$ cat config.mk
export PLATFORM = sky130hd
export DESIGN_NAME = button_event_decoder
export DESIGN_NICKNAME = d
export VERILOG_FILES = /design/src/rtl/button_event_decoder.sv
export SDC_FILE = /design/constraint.sdc
export NUM_CORES = 1
export LEC_CHECK = 0
export CAP_MARGIN = 20
export CORE_ASPECT_RATIO = 1.25
export CORE_MARGIN = 5
export CORE_UTILIZATION = 60
export CTS_CLUSTER_SIZE = 30
export DETAILED_ROUTE_END_ITERATION = 12
export GPL_ROUTABILITY_DRIVEN = 0
export HOLD_SLACK_MARGIN = 0.15
export PLACE_DENSITY_LB_ADDON = 0.3
export SYNTH_ARGS = -nofsm -noshare
export SYNTH_HDL_FRONTEND = slang
export SYNTH_SLANG_ARGS = --single-unit
$ cat constraint.sdc
create_clock -name clk -period 4.5 [get_ports clk]
set_clock_uncertainty 0.1 [all_clocks]
set_input_delay 0.45 -clock clk [delete_from_list [all_inputs] [get_ports clk]]
set_output_delay 0.45 -clock clk [all_outputs]
set_load 0.02 [all_outputs]
$ cat src/rtl/button_event_decoder.sv
// button_event_decoder
// Turns the debounced button level into one-cycle event pulses: single click,
// double click, long press and, when BTN_AUTO_REPEAT_EN is defined, an
// auto-repeat tick while the button stays held after a long press.
// The input is already clean and in the clk domain, so there is no synchronizer.
//
// state          | meaning
// IDLE           | waiting for a fresh press (a rise on btn)
// PRESSED        | first press in progress, timing toward long press
// WAIT_SECOND    | released, timing the window for a second press
// SECOND_PRESSED | second press in progress; release gives a double click
// LONG_HELD      | long press reported, waiting for release (repeat ticks)
module button_event_decoder #(
  parameter int LONG_PRESS_CYCLES   = 100_000_000,
  parameter int DOUBLE_CLICK_CYCLES = 30_000_000,
  parameter int REPEAT_CYCLES       = 20_000_000
) (
  input  logic clk,
  input  logic reset,
  input  logic btn,
  output logic single_click,
  output logic double_click,
  output logic long_press,
  output logic repeat_tick,
  output logic held
);

  localparam int MAX_LD  = (LONG_PRESS_CYCLES > DOUBLE_CLICK_CYCLES) ?
                           LONG_PRESS_CYCLES : DOUBLE_CLICK_CYCLES;
  localparam int MAX_ALL = (MAX_LD > REPEAT_CYCLES) ? MAX_LD : REPEAT_CYCLES;
  localparam int CW      = $clog2(MAX_ALL) + 1;

  localparam logic [CW-1:0] LONG_TC = CW'(LONG_PRESS_CYCLES - 1);
  localparam logic [CW-1:0] DBL_TC  = CW'(DOUBLE_CLICK_CYCLES - 1);
  localparam logic [CW-1:0] ONE     = CW'(1);
`ifdef BTN_AUTO_REPEAT_EN
  localparam logic [CW-1:0] REP_TC  = CW'(REPEAT_CYCLES - 1);
`endif

  // Reject parameter values that would make a terminal count unreachable.
  if (LONG_PRESS_CYCLES < 2) begin : g_bad_long
    $error("LONG_PRESS_CYCLES must be at least 2");
  end
  if (DOUBLE_CLICK_CYCLES < 2) begin : g_bad_dbl
    $error("DOUBLE_CLICK_CYCLES must be at least 2");
  end
  if (REPEAT_CYCLES < 1) begin : g_bad_rep
    $error("REPEAT_CYCLES must be at least 1");
  end

  typedef enum logic [2:0] {
    IDLE           = 3'd0,
    PRESSED        = 3'd1,
    WAIT_SECOND    = 3'd2,
    SECOND_PRESSED = 3'd3,
    LONG_HELD      = 3'd4
  } state_t;

  state_t        state, state_next;
  logic [CW-1:0] cnt, cnt_next;
  logic          btn_q;
  logic          rise;
  logic          single_next, double_next, long_next, held_next;
`ifdef BTN_AUTO_REPEAT_EN
  logic          repeat_next;
`endif

  // btn_q resets high so a button held through reset never looks like a rise.
  assign rise = btn & ~btn_q;

  // State, shared counter and input history.
  always_ff @(posedge clk or posedge reset) begin
    if (reset) begin
      state <= IDLE;
      cnt   <= '0;
      btn_q <= 1'b1;
    end else begin
      state <= state_next;
      cnt   <= cnt_next;
      btn_q <= btn;
    end
  end

  // Registered event pulses and held level; reset discards anything pending.
  always_ff @(posedge clk or posedge reset) begin
    if (reset) begin
      single_click <= 1'b0;
      double_click <= 1'b0;
      long_press   <= 1'b0;
      held         <= 1'b0;
    end else begin
      single_click <= single_next;
      double_click <= double_next;
      long_press   <= long_next;
      held         <= held_next;
    end
  end

`ifdef BTN_AUTO_REPEAT_EN
  // Auto-repeat pulse register.
  always_ff @(posedge clk or posedge reset) begin
    if (reset) begin
      repeat_tick <= 1'b0;
    end else begin
      repeat_tick <= repeat_next;
    end
  end
`else
  assign repeat_tick = 1'b0;
`endif

  // Next-state, counter and event decode; release wins over a terminal count.
  always_comb begin
    state_next  = state;
    cnt_next    = cnt + ONE;
    single_next = 1'b0;
    double_next = 1'b0;
    long_next   = 1'b0;
`ifdef BTN_AUTO_REPEAT_EN
    repeat_next = 1'b0;
`endif
    case (state)
      IDLE: begin
        cnt_next = '0;
        if (rise) begin
          state_next = PRESSED;
        end
      end
      PRESSED: begin
        if (!btn) begin
          state_next = WAIT_SECOND;
          cnt_next   = '0;
        end else if (cnt == LONG_TC) begin
          state_next = LONG_HELD;
          cnt_next   = '0;
          long_next  = 1'b1;
        end
      end
      WAIT_SECOND: begin
        if (btn) begin
          state_next = SECOND_PRESSED;
          cnt_next   = '0;
        end else if (cnt == DBL_TC) begin
          state_next  = IDLE;
          cnt_next    = '0;
          single_next = 1'b1;
        end
      end
      SECOND_PRESSED: begin
        if (!btn) begin
          state_next  = IDLE;
          cnt_next    = '0;
          double_next = 1'b1;
        end else if (cnt == LONG_TC) begin
          // The pending double click is dropped in favour of the long press.
          state_next = LONG_HELD;
          cnt_next   = '0;
          long_next  = 1'b1;
        end
      end
      LONG_HELD: begin
        if (!btn) begin
          state_next = IDLE;
          cnt_next   = '0;
        end else begin
`ifdef BTN_AUTO_REPEAT_EN
          if (cnt == REP_TC) begin
            cnt_next    = '0;
            repeat_next = 1'b1;
          end
`else
          cnt_next = '0;
`endif
        end
      end
      default: begin
        state_next = IDLE;
        cnt_next   = '0;
      end
    endcase
    held_next = (state_next == PRESSED) || (state_next == SECOND_PRESSED) ||
                (state_next == LONG_HELD);
  end

endmodule

# Word level (Yosys, flattened, before mapping)
# Index checks and enable logic that the tools add are counted.
[word_totals] register_bits=36 inputBits=3 output_inout_bits=5 elab_cells=44
[op_classes] n_addsub=1 eq_ne=9 muxes=21 bitwise=2 n_reduce_logical=4
[ops] cell="28-bit 2-to-1 mux" count=4
[ops] cell="28-bit case mux with 2 select lines" count=1
[ops] cell="28-bit by 1-bit adder with 28-bit output (second input constant)" count=1
[ops] cell="28-bit by 25-bit == test with 1-bit output (second input constant)" count=1
[ops] cell="28-bit by 27-bit == test with 1-bit output (second input constant)" count=1
[ops] cell="3-bit 2-to-1 mux" count=7
[ops] cell="3-bit case mux with 5 select lines" count=1
[ops] cell="3-bit by 2-bit == test with 1-bit output (second input constant)" count=3
[ops] cell="1-bit 2-to-1 mux" count=8
[ops] cell="3-bit by 1-bit == test with 1-bit output (second input constant)" count=2
[ops] cell="3-bit == test (second input constant)" count=2
[ops] cell="3-bit zero test" count=1
[ops] cell="1-bit logical OR" count=2
[ops] cell="2-bit OR reduction" count=1
[ops] cell="1-bit AND" count=1
[ops] cell="1-bit NOT" count=1

# Depth between registers and ports, before layout
[depth] depth_word=7 depth_mapped=7 depth_no_buf=6

# Least setup slack after synthesis
# OpenSTA, ideal clock, no wires.
[synth_timing] kind="flip-flop to flip-flop" from="reg cnt[10]" to="reg cnt[16]" setup_time_ps=119 arrival_ps=1934 t_required_ps=4281 setup_slack_ps=2347 stages_incl_launch_ff=7 path_buffers=1 synth_period_minus_slack_ps=2153 path_cell_list="dfrtp_1 > or4b_4 > nor4_4 > nand4_1 > a22oi_4 > buf_6 > nor2_1"
[synth_between] elab_chain_cells=4 elab_cells_between_ends=8 classes_between="add/sub (1); eq/ne (2); mux (5)"
[synth_rtl] element="from (decl)" line_no="60" source="logic [CW-1:0] cnt, cnt_next;"
[synth_rtl] element="from (signal assigned)" line_no="79" source="cnt <= cnt_next;"
[synth_rtl] element="28-bit by 1-bit adder with 28-bit output, or another cell as far along" line_no="115" source="cnt_next = cnt + ONE;"
[synth_rtl] element="28-bit 2-to-1 mux, on equally long branches" line_no="133, 154, 143"
[synth_rtl] element="28-bit 2-to-1 mux, on equally long branches" line_no="150, 140"
[synth_rtl] element="28-bit case mux with 2 select lines (*)" line_no="122" source="case (state)"
[synth_rtl] element="net cnt_next[16]" line_no="60"
# Mark *: on every way through the listed nets, which the timed path passes. The rest lies on a longest branch.

# Worst setup path in the final report
[layout_timing] from="reg cnt[10]" to="reg cnt[10]"
# The elaborated chain is that of the path after synthesis.

==> out/results.txt <==
IO buf count: 6
Initial Util: 61.9%
hold slack: 0.393 ns
critical path's largest stage delay: 0.63 ns
worst vdd ir: 0.000222 V
worst hold-check path type: reg -> reg
Mean Syn Cell Area: 9.81 µm²
# setup viols final: 0
commonest non-fill, non-tap cell in the layout: dfrtp_1
Die Wd: 59.1 µm
highest routed layer: met4
Mapped Area: 0.00181 mm²
MaxCap Viol Count: 0
Worst-Skew Late Latency: 0.33 ns
Worst slew margin: 53.3%
clk sinks: 36
dpl hpwl: 2380 µm
Antenna Nets Post-Route: 0
Ports: 8
CP endpoint kind: flop
sequential area share after synthesis: 50.0%
Area Overhead vs Synth: 7.55%
setup TNS: 0 ns
crit-path max FO: 28
Final Net Count: 196
grt total ovfl: 0
Critical Path Start Type: flop
final hold viol count: 0
asr flop ratio synth: 100%
Req. time, crit path: 4.60 ns
Yosys top cell by area: dfrtp_1
Most used DFF post-synth: dfrtp_1
most frequent cells in the layout: 35 x dfrtp_1, 33 x nor2_1, 16 x xor2_1
global-route wire length before repair: 5840 µm
status: completed
share of layout cells above drive strength 1: 7.81%
drc violations: 0
CTS Root Cell: clkbuf_4
Core ar.: 0.00292 mm²
# diodes: 0
fin. max-slew vios: 0
Pleak: 0.821 nW
RSZ-0062 raised after global routing: no
CTS tree: done
Critical Path AT: 2.65 ns
total nets after synthesis: 188
DR pass1 iterations: 4
synthesized flop and latch total: 36
DR WL met3: 109 µm
actual slew at the worst max-slew pin: 0.701 ns
clock transition at the registers of the reported paths: 0.10 ns
f_max: 0.392 GHz
die area: 0.00421 mm²
number of global-route vias before repair: 1,312
routed wl met2: 1790 µm
Routed WL: 3390 µm
Num CTS Buffers: 5
routed vias/inst: 5.85
CP Cell Sequence: or4b_4, nor4_4, nand4_1, a22oi_4, nor2_1
number of flops mapped to enable cells by yosys: 0
Post-CTS Setup Inserts: 0
drt wl/cell: 14.9 µm
Starting DRT DRC Count: 57
Power Density: 294 mW/mm²
initial antenna violation count: 0
DR vias: 1,334
die height: 71.3 µm
# hold bufs at CTS: 0
Yosys warning count: 0
post-synth cell types: 35
gr usage total: 18.3%
Critical-path top delay cell: a22oi_4
min Tclk post-route: 2.55 ns
# resized after CTS: 0
met1 WL: 1420 µm
Max Buffers Root-to-Sink: 2
Gate Count Post-Synth: 184
total power: 0.572 mW
Final Cycle Share: 56.7%
filler instances: 241
post-synth top area share: 48.5%
CTS H-Tree Depth: 2
flop2flop setup slack: 1.95 ns
row count: 22
largest net degree at the start of global routing: 37
Crit Path Category: reg -> reg
ranking of synthesized cells by area: dfrtp_1 49%, xor2_1 7.8%, nor2_1 6.9%
[flip-flops by register name, summed over array words and instances, names as in the netlist]
register	flops
cnt	28
state	3
btn_q	1
double_click	1
held	1
long_press	1
single_click	1
[area by class of cell]
type / count / area [µm²] / area share, %
sequential: 36 / 902 / 46.5
tap: 36 / 45.0 / 2.32
multi-input combinational: 137 / 842 / 43.4
inverter: 4 / 15.0 / 0.773
timing repair buffer: 8 / 72.6 / 3.74
clock buffer: 7 / 65.1 / 3.35
[logic make-up (layout without fill, tap and decap cells)]
group	after synthesis	count (layout)	synth area share, %
AO/OA/AOI/OAI	7	7	3.33
buffers and inverters	11	19	3.40
adder cells (fa/ha/maj)	1	1	0.693
XOR/XNOR	26	26	12.6
AND/OR/NAND/NOR	102	102	29.8
other	1	1	0.208
flip-flops	36	36	50.0
[critical path: cells and delay by family (launching register included)]
family | cells | cell delay, ns
flops | 1 | 0.45
compound gates | 1 | 0.63
simple gates | 4 | 1.22
[synth_stat cells, types with 2 or more instances]
cell	number
nor2_1	33
nand3_1	12
clkbuf_1	3
and2_1	2
xnor2_1	10
buf_6	2
dfrtp_1	35
nand4_1	9
nand2_1	12
and4_1	2
and3_1	10
o21ai_0	2
nor3_1	8
xor2_1	16
a21oi_1	2
nor4_1	4
inv_1	4
[through the flow]
step	instance area [µm²]	std cells	worst slack, ns	utilization, %
2_1_floorplan	1810	184	2.35	-
3_5_place_dp	1870	220	1.94	64.2
4_1_cts	1940	227	1.93	66.4
6_report	1940	228	1.95	66.6
3_3_place_gp	1870	220	2.05	64.2
5_1_grt	1940	228	1.80	66.6
[power by group]
group | total, mW | internal [mW] | switching, mW
clock network | 0.187 | 0.0885 | 0.0980
logic | 0.0451 | 0.0149 | 0.0301
registers | 0.340 | 0.332 | 0.00826
total | 0.572 | 0.435 | 0.136
[per-layer routing]
layer / global-route usage, % / up-vias
li1: - / 642
met1: 21.2 / 660
met2: 30.3 / 24
met3: 5.41 / 8
met4: 8.82 / 0
met5: 0 / -
[worst paths after layout]
check	startpoint	to	depth (start not counted)
worst min register to register	cnt[0]$_DFF_PP0_	cnt[0]$_DFF_PP0_	1
worst max register to register	cnt[10]$_DFF_PP0_	cnt[10]$_DFF_PP0_	5
worst max-delay path	cnt[10]$_DFF_PP0_	cnt[10]$_DFF_PP0_	5
max in group asynchronous	reset	btn_q$_DFF_PP1_	3
worst min-delay path	cnt[0]$_DFF_PP0_	cnt[0]$_DFF_PP0_	1
min in group asynchronous	reset	cnt[21]$_DFF_PP0_	3
Power figures use the tool's default switching activity.
